--- src/rtl/gb_mapper_pkg.sv ---
// Shared types and constants for the MBC5-style cartridge bank mapper.
package gb_mapper_pkg;

  typedef enum logic [1:0] {
    IDLE      = 2'd0,
    SETTLE    = 2'd1,
    COMMIT    = 2'd2,
    WAIT_HIGH = 2'd3
  } wr_state_e;

  typedef enum logic [2:0] {
    RGN_RAMG,
    RGN_ROMB0,
    RGN_ROMB1,
    RGN_RAMB,
    RGN_NONE
  } region_e;

  // Cart_a[15:12] match values for the register windows
  localparam logic [3:0] RAMG_NIB_LO  = 4'h0;
  localparam logic [3:0] RAMG_NIB_HI  = 4'h1;
  localparam logic [3:0] ROMB0_NIB    = 4'h2;
  localparam logic [3:0] ROMB1_NIB    = 4'h3;
  localparam logic [3:0] RAMB_NIB_LO  = 4'h4;
  localparam logic [3:0] RAMB_NIB_HI  = 4'h5;
  localparam logic [2:0] SRAM_WINDOW  = 3'b101;

  localparam logic [3:0] RAMG_KEY = 4'hA;

  localparam int unsigned ROM_BANK_RESET = 1;
  localparam int unsigned RAM_BANK_RESET = 0;

  function automatic region_e decode_region(input logic [3:0] nib);
    case (nib)
      RAMG_NIB_LO, RAMG_NIB_HI: decode_region = RGN_RAMG;
      ROMB0_NIB:                decode_region = RGN_ROMB0;
      ROMB1_NIB:                decode_region = RGN_ROMB1;
      RAMB_NIB_LO, RAMB_NIB_HI: decode_region = RGN_RAMB;
      default:                  decode_region = RGN_NONE;
    endcase
  endfunction

endpackage

--- src/rtl/gb_wr_strobe_sync.sv ---
// Synchronises and glitch-filters the asynchronous cartridge write strobe,
// producing exactly one commit pulse per accepted strobe.
module gb_wr_strobe_sync
  import gb_mapper_pkg::*;
#(
  parameter int unsigned SYNC_STAGES   = 2,
  parameter int unsigned SETTLE_CYCLES = 3
) (
  input  logic clk,
  input  logic rst,
  input  logic nwr,
  output logic commit_c
);

  localparam int unsigned MAX_CNT = (SETTLE_CYCLES > SYNC_STAGES) ? SETTLE_CYCLES : SYNC_STAGES;
  localparam int unsigned CNT_W   = $clog2(MAX_CNT + 1);

  logic [SYNC_STAGES-1:0] sync_q;
  logic                   nwr_sync;
  logic                   nwr_prev;
  logic                   fall;
  logic                   primed;
  logic [CNT_W-1:0]       cnt;
  wr_state_e              state;
  wr_state_e              state_next;

  assign nwr_sync = sync_q[SYNC_STAGES-1];
  assign fall     = nwr_prev & ~nwr_sync;

  // Synchroniser chain and edge-detect history
  always_ff @(posedge clk) begin
    if (rst) begin
      sync_q   <= '1;
      nwr_prev <= 1'b1;
    end else begin
      sync_q   <= {sync_q[SYNC_STAGES-2:0], nwr};
      nwr_prev <= nwr_sync;
    end
  end

  always_ff @(posedge clk) begin
    if (rst) state <= WAIT_HIGH;
    else     state <= state_next;
  end

  // After reset the chain is preset high, so a strobe held low across reset
  // must be seen high for a full chain's worth of samples before re-arming.
  always_comb begin
    state_next = state;
    case (state)
      IDLE:      if (fall) state_next = SETTLE;
      SETTLE: begin
        if (nwr_sync)                            state_next = IDLE;
        else if (cnt == CNT_W'(SETTLE_CYCLES))   state_next = COMMIT;
      end
      COMMIT:    state_next = WAIT_HIGH;
      WAIT_HIGH: if (nwr_sync && (primed || cnt == CNT_W'(SYNC_STAGES))) state_next = IDLE;
      default:   state_next = WAIT_HIGH;
    endcase
  end

  always_comb begin
    commit_c = 1'b0;
    if (state == COMMIT) commit_c = 1'b1;
  end

  // Settle counter doubles as the post-reset high-sample counter
  always_ff @(posedge clk) begin
    if (rst) begin
      cnt    <= '0;
      primed <= 1'b0;
    end else begin
      case (state)
        IDLE:      cnt <= CNT_W'(1);
        SETTLE:    cnt <= cnt + CNT_W'(1);
        COMMIT:    cnt <= '0;
        WAIT_HIGH: cnt <= nwr_sync ? cnt + CNT_W'(1) : '0;
        default:   cnt <= '0;
      endcase
      if (state == WAIT_HIGH && state_next == IDLE) primed <= 1'b1;
    end
  end

endmodule

--- src/rtl/gb_mbc5_mapper.sv ---
// Game Boy MBC5-style bank mapper: register decode on committed writes and a
// zero-latency banked address mux for cartridge ROM and SRAM.
module gb_mbc5_mapper
  import gb_mapper_pkg::*;
#(
  parameter int unsigned ROM_BANK_BITS   = 9,
  parameter int unsigned RAM_BANK_BITS   = 4,
  parameter int unsigned SYNC_STAGES     = 2,
  parameter int unsigned SETTLE_CYCLES   = 3,
  parameter int unsigned ZERO_BANK_REMAP = 0,
  localparam int unsigned RAM_A_W = (RAM_BANK_BITS > 0) ? RAM_BANK_BITS : 1
) (
  input  logic                     sys_clock,
  input  logic                     sys_reset,
  input  logic [15:0]              Cart_a,
  input  logic [7:0]               Cart_d_in,
  input  logic                     Cart_nWR,
  output logic [ROM_BANK_BITS-1:0] Rom_a,
  output logic                     Rom_nCS,
  output logic [RAM_A_W-1:0]       Ram_a,
  output logic                     Ram_nCS,
  output logic                     ram_enabled,
  output logic                     reg_write
);

  localparam int unsigned LO_W = (ROM_BANK_BITS < 8) ? ROM_BANK_BITS : 8;

  logic [ROM_BANK_BITS-1:0] rom_bank;
  logic [RAM_A_W-1:0]       ram_bank;
  logic                     ram_en;
  logic                     commit_c;
  logic [LO_W-1:0]          romb0_val;
  logic [8:0]               rom_next;
  logic [3:0]               ram_next;
  logic                     ram_en_next;
  logic                     unused_addr;

  assign unused_addr = ^Cart_a[11:0];

  gb_wr_strobe_sync #(
    .SYNC_STAGES  (SYNC_STAGES),
    .SETTLE_CYCLES(SETTLE_CYCLES)
  ) u_wr_sync (
    .clk     (sys_clock),
    .rst     (sys_reset),
    .nwr     (Cart_nWR),
    .commit_c(commit_c)
  );

  // Remap is applied after truncation to the implemented bank width
  always_comb begin
    romb0_val = Cart_d_in[LO_W-1:0];
    if (ZERO_BANK_REMAP != 0 && romb0_val == '0) romb0_val = LO_W'(1);
  end

  // Widen to the full MBC5 register so narrower builds simply drop upper bits
  always_comb begin
    rom_next    = 9'(rom_bank);
    ram_next    = 4'(ram_bank);
    ram_en_next = ram_en;
    case (decode_region(Cart_a[15:12]))
      RGN_RAMG:  ram_en_next   = (Cart_d_in[3:0] == RAMG_KEY);
      RGN_ROMB0: rom_next[7:0] = 8'(romb0_val);
      RGN_ROMB1: rom_next[8]   = Cart_d_in[0];
      RGN_RAMB:  ram_next      = Cart_d_in[3:0];
      default:   ;
    endcase
  end

  always_ff @(posedge sys_clock) begin
    if (sys_reset) begin
      rom_bank  <= ROM_BANK_BITS'(ROM_BANK_RESET);
      ram_bank  <= RAM_A_W'(RAM_BANK_RESET);
      ram_en    <= 1'b0;
      reg_write <= 1'b0;
    end else begin
      reg_write <= commit_c;
      if (commit_c) begin
        rom_bank <= rom_next[ROM_BANK_BITS-1:0];
        ram_bank <= (RAM_BANK_BITS == 0) ? '0 : ram_next[RAM_A_W-1:0];
        ram_en   <= ram_en_next;
      end
    end
  end

  assign ram_enabled = ram_en;
  assign Rom_nCS     = Cart_a[15];
  assign Rom_a       = (Cart_a[15:14] == 2'b00) ? '0 : rom_bank;
  assign Ram_nCS     = !(ram_en && Cart_a[15:13] == SRAM_WINDOW);
  assign Ram_a       = ram_bank;

endmodule
--- config.mk ---
export PLATFORM = sky130hd
export DESIGN_NAME = gb_mbc5_mapper
export DESIGN_NICKNAME = d
export VERILOG_FILES = /design/src/rtl/gb_mapper_pkg.sv /design/src/rtl/gb_wr_strobe_sync.sv /design/src/rtl/gb_mbc5_mapper.sv
export SDC_FILE = /design/constraint.sdc
export NUM_CORES = 1
export LEC_CHECK = 0
export CAP_MARGIN = 20
export CORE_MARGIN = 2
export CORE_UTILIZATION = 40
export DETAILED_ROUTE_END_ITERATION = 8
export GPL_TIMING_DRIVEN = 0
export PLACE_DENSITY = 0.81
export REMOVE_ABC_BUFFERS = 1
export SLEW_MARGIN = 20
export SYNTH_ARGS = -nofsm -noshare
export SYNTH_HDL_FRONTEND = slang
export SYNTH_SLANG_ARGS = --single-unit
--- constraint.sdc ---
create_clock -name sys_clock -period 2.1 [get_ports sys_clock]
set_clock_uncertainty 0.15 [all_clocks]
set_input_delay 0.63 -clock sys_clock [delete_from_list [all_inputs] [get_ports sys_clock]]
set_output_delay 0.63 -clock sys_clock [all_outputs]
set_load 0.05 [all_outputs]
==> impl_metrics.ini, run 1 <==
[drt]
drt-total-wl_um = 2124
antenna_left = 0
first_pass_iters = 3
route.detailed.drc = 0
dr_total_vias = 824
drt_iter0_drc = 11
post_drt_wl_per_cell_um = 12.80
via_per_inst = 4.964

[logic_synthesis]
netlist_instances = 106
yosys_warnings = 0
yosysSeqAreaShare = 0.4386
yosysTopAreaCell = dfxtp_1
synth_async_sr_flop_share = 0
yosysUniqueCellTypes = 25
synth_edf_count = 0
synth_top_area_frac = 0.4386
synth_area_per_cell_um2 = 9.903
ys_ff_latch = 23
syn_area_um2 = 1050
synth_area_leaders = dfxtp_1 44%, mux2i_1 12%, nand2b_1 12%
yosys_most_used_dff = dfxtp_1

[timing]
tightest_slew_ns = 0.8433
finalSetupViolations = 0
final-hold-violation-count = 0
rsz0062_at_grt = false
setup_tns_ns = 0
drv_slew = 0
period_minus_slack_ns = 2.015
fmax_ghz = 0.4964
finalCritPeriodShare = 0.9593
slew_headroom = 0.4361
hold_slack_ns = 0.2728

[critical_path]
cp-start-kind = flop
cp_max_fo = 2
critPathKind = flop to output pin
crit_arrival_ns = 1.23
crit_required_ns = 1.32
critPathMaxStageDelay_ns = 0.56
crit_family = buffers and inverters
end_kind = output pin
path_cells = dlygate4sd2_1
crit_buf_inv = 1
cpMaxStageDelayCell = dlygate4sd2_1

[floorplan]
start_util = 0.4237
die_area_um2 = 3050
rows = 18
pin_count = 44
die_height_um = 55.23
fp.dieW_um = 55.23
fp.coreArea_um2 = 2477

[power]
power.switching_w = 0.0002772
p_total_w = 0.0009291
pwr-share-comb = 0.221
power.internal_w = 0.0006519
leakage_nw = 0.5807
seqPwrFrac = 0.566
p_clk_frac = 0.213
power_density_nw_per_um2 = 671.4
ir_drop_v = 0.0004092
switching_share = 0.2983

[final_layout]
layout-drive-gt1-share = 0.1618
syn2layout_area_growth_pct = 31.82
n_antenna_cell = 0
fin_nets = 166
final_cells = 166

[clocking]
clk_latency_ns = 0.31
htreeDepth = 1
hold_buffers = 0
clock_path_buffers = 2
cts_tree = built
cts.sinks = 23
cts_buffers = 3
clkSlewWorstSetupHoldPaths_ns = 0.12
clk_root_buffer_cell = clkbuf_4

[placed_design]
placed_cells = 160
dpl.hpwl_um = 1515
portBuffers = 31
globalplace.congestion = 0.6948

[global_routing]
grt_pass1_vias = 863
grt_overflow = 0
grt_start_max_net_pins = 32
grt_antenna_before_repair = 0
grt_pass1_wl_um = 3601
track_usage = 0.1473

[min_path]
min-delay-path-class = flop to flop

[flow_run]
maxCapViolCount = 0

[outcome]
outcome = completed
through the flow:
stage / cell area [um^2] / utilization / worst slack (ns)
after floorplan: 1005 / - / -0.1195
after global placement: 1353 / 0.5460 / -1.147
after detailed placement: 1353 / 0.5460 / -1.164
after CTS: 1389 / 0.5606 / -0.01272
after global routing: 1384 / 0.5586 / 0.02251
final: 1384 / 0.5586 / 0.08537
power groups by stage:
stage,sequential [W],combinational (W),clock (W)
floorplan,0.000545,0.000111,0
global placement,0.000532,0.000198,0
detailed placement,0.000538,0.000205,0
CTS,0.000528,0.000208,0.000210
global route,0.000537,0.000225,0.000226
finish,0.000526,0.000205,0.000198
synthesized netlist by cell type, types with 2 or more instances:
master and number:
dfxtp_1 23, nand2b_1 20, mux2i_1 13, nor2b_1 11, nor2_1 5, clkbuf_1 4, nand2_1 3, o31ai_1 3
or2_1 3, a21oi_1 2, buf_6 2, ha_1 2, inv_1 2, o21ai_1 2
worst reg2reg max path: cells and delay by family, from the launching register on:
family        cells  cell delay (ns)
buf+inv           1             0.17
flops             1             0.41
mux               1             0.19
simple gates      2             0.86
path summary, 6_finish.rpt:
| kind | from | to | slack [ns] | cells past startpoint |
|---|---|---|---|---|
| worst max-delay path | Ram_a[1]$_SDFFE_PP0P_ | Ram_a[1] | 0.09 | 1 |
| worst min-delay path | u_wr_sync.sync_q[0]$_SDFF_PP1_ | u_wr_sync.sync_q[1]$_SDFF_PP1_ | 0.27 | 1 |
| worst max register to register | u_wr_sync.state[0]$_SDFF_PP1_ | rom_bank[3]$_SDFFE_PP0P_ | 0.25 | 4 |
| worst min register to register | u_wr_sync.sync_q[0]$_SDFF_PP1_ | u_wr_sync.sync_q[1]$_SDFF_PP1_ | 0.27 | 1 |
layer usage:
layer	track usage	up-vias	routed length [um]
met5	0	-	0
met4	0.03833	0	15
met3	0.05386	2	128
met2	0.2670	23	1059
met1	0.1606	383	921
li1	-	416	-
layout make-up:
cell class,count,area (um^2)
clock inverters,1,5.005
repair buffers,32,289.0
multi-input cells,75,561.8
clock buffers,3,22.52
inverters,2,7.507
fillers,248,1094
flip-flops and latches,23,460.4
well taps,30,37.54
registers in the layout, summed over array words and instances (netlist names):
signal              flops
u_wr_sync.sync_q        2
u_wr_sync.primed        1
u_wr_sync.nwr_prev      1
ram_enabled             1
u_wr_sync.state         2
Ram_a                   4
rom_bank                9
reg_write               1
u_wr_sync.cnt           2
cell usage in the layout, fill, tap and decap left out, types with 2 or more instances in the layout:
cell type / synthesis / layout
buf_4: 1 / 10
nor2_4: 0 / 2
nand2_1: 3 / 3
mux2i_1: 13 / 13
dlygate4sd2_1: 0 / 6
o31ai_1: 3 / 3
clkdlybuf4s50_1: 0 / 11
ha_1: 2 / 2
inv_1: 2 / 2
buf_2: 0 / 2
dfxtp_1: 23 / 23
nor2b_1: 11 / 11
nand2b_1: 20 / 20
nor2_1: 5 / 4
o21ai_1: 2 / 2
a21oi_1: 2 / 2
or2_1: 3 / 3
clkbuf_4: 0 / 3
logic make-up after synthesis:
| family | after synthesis | synth area share |
|---|---|---|
| adder cells (fa/ha/maj) | 2 | 0.02383 |
| AO/OA/AOI/OAI | 10 | 0.06437 |
| buffers and inverters | 9 | 0.05006 |
| multiplexers | 13 | 0.1240 |
| AND/OR/NAND/NOR | 49 | 0.2992 |
| flip-flops | 23 | 0.4386 |
what timing repair did:
item,CTS,global route
pin swaps,2,1
gates cloned,1,0
endpoints found under the setup margin,25,10
buffers inserted,1,0
gates resized for setup,82,3
Note: power is estimated with default switching activity, not from simulation.
==> run 2, diff against run 1 <==
clock period = 2.55 ns   (was 2.1 ns; I/O delays follow)
==> run 2 against run 1 <==
  * Setup slack better by 0.032 ns
  * Register-to-register slack better by 0.31 ns
  * Final cell count down 0.60%
  * Critical endpoint unchanged
  * Critical path depth unchanged
  * Highest routed layer unchanged
  * Final area down 1.0%
  * Sequential share of layout area up 0.33 points
  * Largest cell class unchanged
  * Global-route usage up 0.29 points
  * Clock-buffer cell count unchanged
  * Power down 17%
==> impl_metrics.ini, run 2 (synthesized netlist as in run 1, its figures left out) <==
[outcome]
outcome = completed

[critical_path]
cp_max_fo = 2
cp-start-kind = flop
path_cells = clkdlybuf4s50_1
cp.depth = 1
crit_required_ns = 1.64
r2r_slack_ns = 0.56
crit_buf_inv = 1
critPathMaxStageDelay_ns = 0.83
worst-r2r-cell-count = 3
end_kind = output pin
crit_family = buffers and inverters
crit_arrival_ns = 1.52
critPathKind = flop to output pin
cpMaxStageDelayCell = clkdlybuf4s50_1

[timing]
drv_slew = 0
setup_tns_ns = 0
rsz0062_at_grt = false
slew_headroom = 0.4510
tightest_slew_ns = 0.8209
finalSetupViolations = 0
finalCritPeriodShare = 0.9539
period_minus_slack_ns = 2.433
final-hold-violation-count = 0
fmax_ghz = 0.4111

[final_layout]
syn2layout_area_growth_pct = 30.51
largest_reg_flops = 9
fin_nets = 165
final_cells = 165
final_common_cell = dfxtp_1
final_area_um2 = 1370
final_cell_mix = 23 x dfxtp_1, 20 x nand2b_1, 17 x clkdlybuf4s50_1, 13 x mux2i_1, 11 x nor2b_1
n_antenna_cell = 0
layout-drive-gt1-share = 0.1556
regMostFlops = rom_bank

[global_routing]
grt_pass1_vias = 869
grt_overflow = 0
grt_pass1_wl_um = 3657
grt_start_max_net_pins = 32
grt_antenna_before_repair = 0
track_usage = 0.1503

[clocking]
hold_buffers = 0
cts_buffers = 3
cts_tree = built
clk_latency_ns = 0.31
clock_path_buffers = 2
htreeDepth = 1
cts.sinks = 23
clkSlewWorstSetupHoldPaths_ns = 0.12
clk_root_buffer_cell = clkbuf_4

[placed_design]
dpl.hpwl_um = 1515
globalplace.congestion = 0.6948
placed_cell_area_um2 = 1353
portBuffers = 31
placed_cells = 160

[power]
ir_drop_v = 0.0003393
leakage_nw = 0.5449
power_density_nw_per_um2 = 560.9

[drt]
via_per_inst = 5.048
drt_iter0_drc = 15
drt-total-wl_um = 2171
post_drt_wl_per_cell_um = 13.16
route.detailed.drc = 0
dr_total_vias = 833
first_pass_iters = 3
antenna_left = 0

[floorplan]
die_height_um = 55.23
fp.dieW_um = 55.23
start_util = 0.4237
rows = 18
pin_count = 44
fp.coreArea_um2 = 2477
die_area_um2 = 3050

[flow_run]
maxCapViolCount = 0

[min_path]
min_delay_path_depth = 1
min-delay-path-class = flop to flop
run 2: through the flow:
step | power [W] | hold WS, ns | setup slack, ns | utilization
floorplan | 0.0005403 | 0.2332 | 0.06053 | -
global placement | 0.0006008 | 0.2359 | -0.9667 | 0.5460
detailed placement | 0.0006120 | 0.2490 | -0.9844 | 0.5460
CTS | 0.0007790 | 0.2788 | 0.01900 | 0.5540
global route | 0.0008153 | 0.2992 | 0.08284 | 0.5530
finish | 0.0007684 | 0.2730 | 0.1175 | 0.5530
run 2: report_power, final:
part	internal (W)	switching, W
sequential	0.000395	0.0000385
clock	0.0000586	0.000106
combinational	0.0000845	0.0000858
run 2: worst paths after layout:
check | to | start
max reg2reg | rom_bank[3]$_SDFFE_PP0P_ | u_wr_sync.state[1]$_SDFF_PP1_
max | Ram_a[1] | Ram_a[1]$_SDFFE_PP0P_
min | u_wr_sync.sync_q[1]$_SDFF_PP1_ | u_wr_sync.sync_q[0]$_SDFF_PP1_
min reg2reg | u_wr_sync.sync_q[1]$_SDFF_PP1_ | u_wr_sync.sync_q[0]$_SDFF_PP1_
run 2: what timing repair did:
item                                    in CTS  in global routing
buffers inserted                             0                  0
gates resized for setup                     69                  5
endpoints found under the setup margin      19                  9
pin swaps                                    1                  1
gates cloned                                 1                  0
run 2: layout make-up:
| cell class | count | area [um^2] |
|---|---|---|
| timing repair buffer | 31 | 275.3 |
| multi-input combinational | 75 | 561.8 |
| fill | 248 | 1107 |
| inverter | 2 | 7.507 |
| clock inverter | 1 | 5.005 |
| clock buffer | 3 | 22.52 |
| tap | 30 | 37.54 |
| sequential | 23 | 460.4 |
run 2: per-layer routing:
layer	wire length (um)	vias up	track usage
met4	31	0	0.03136
met3	130	4	0.05152
met5	0	-	0
li1	-	414	-
met2	1107	25	0.2789
met1	902	390	0.1635
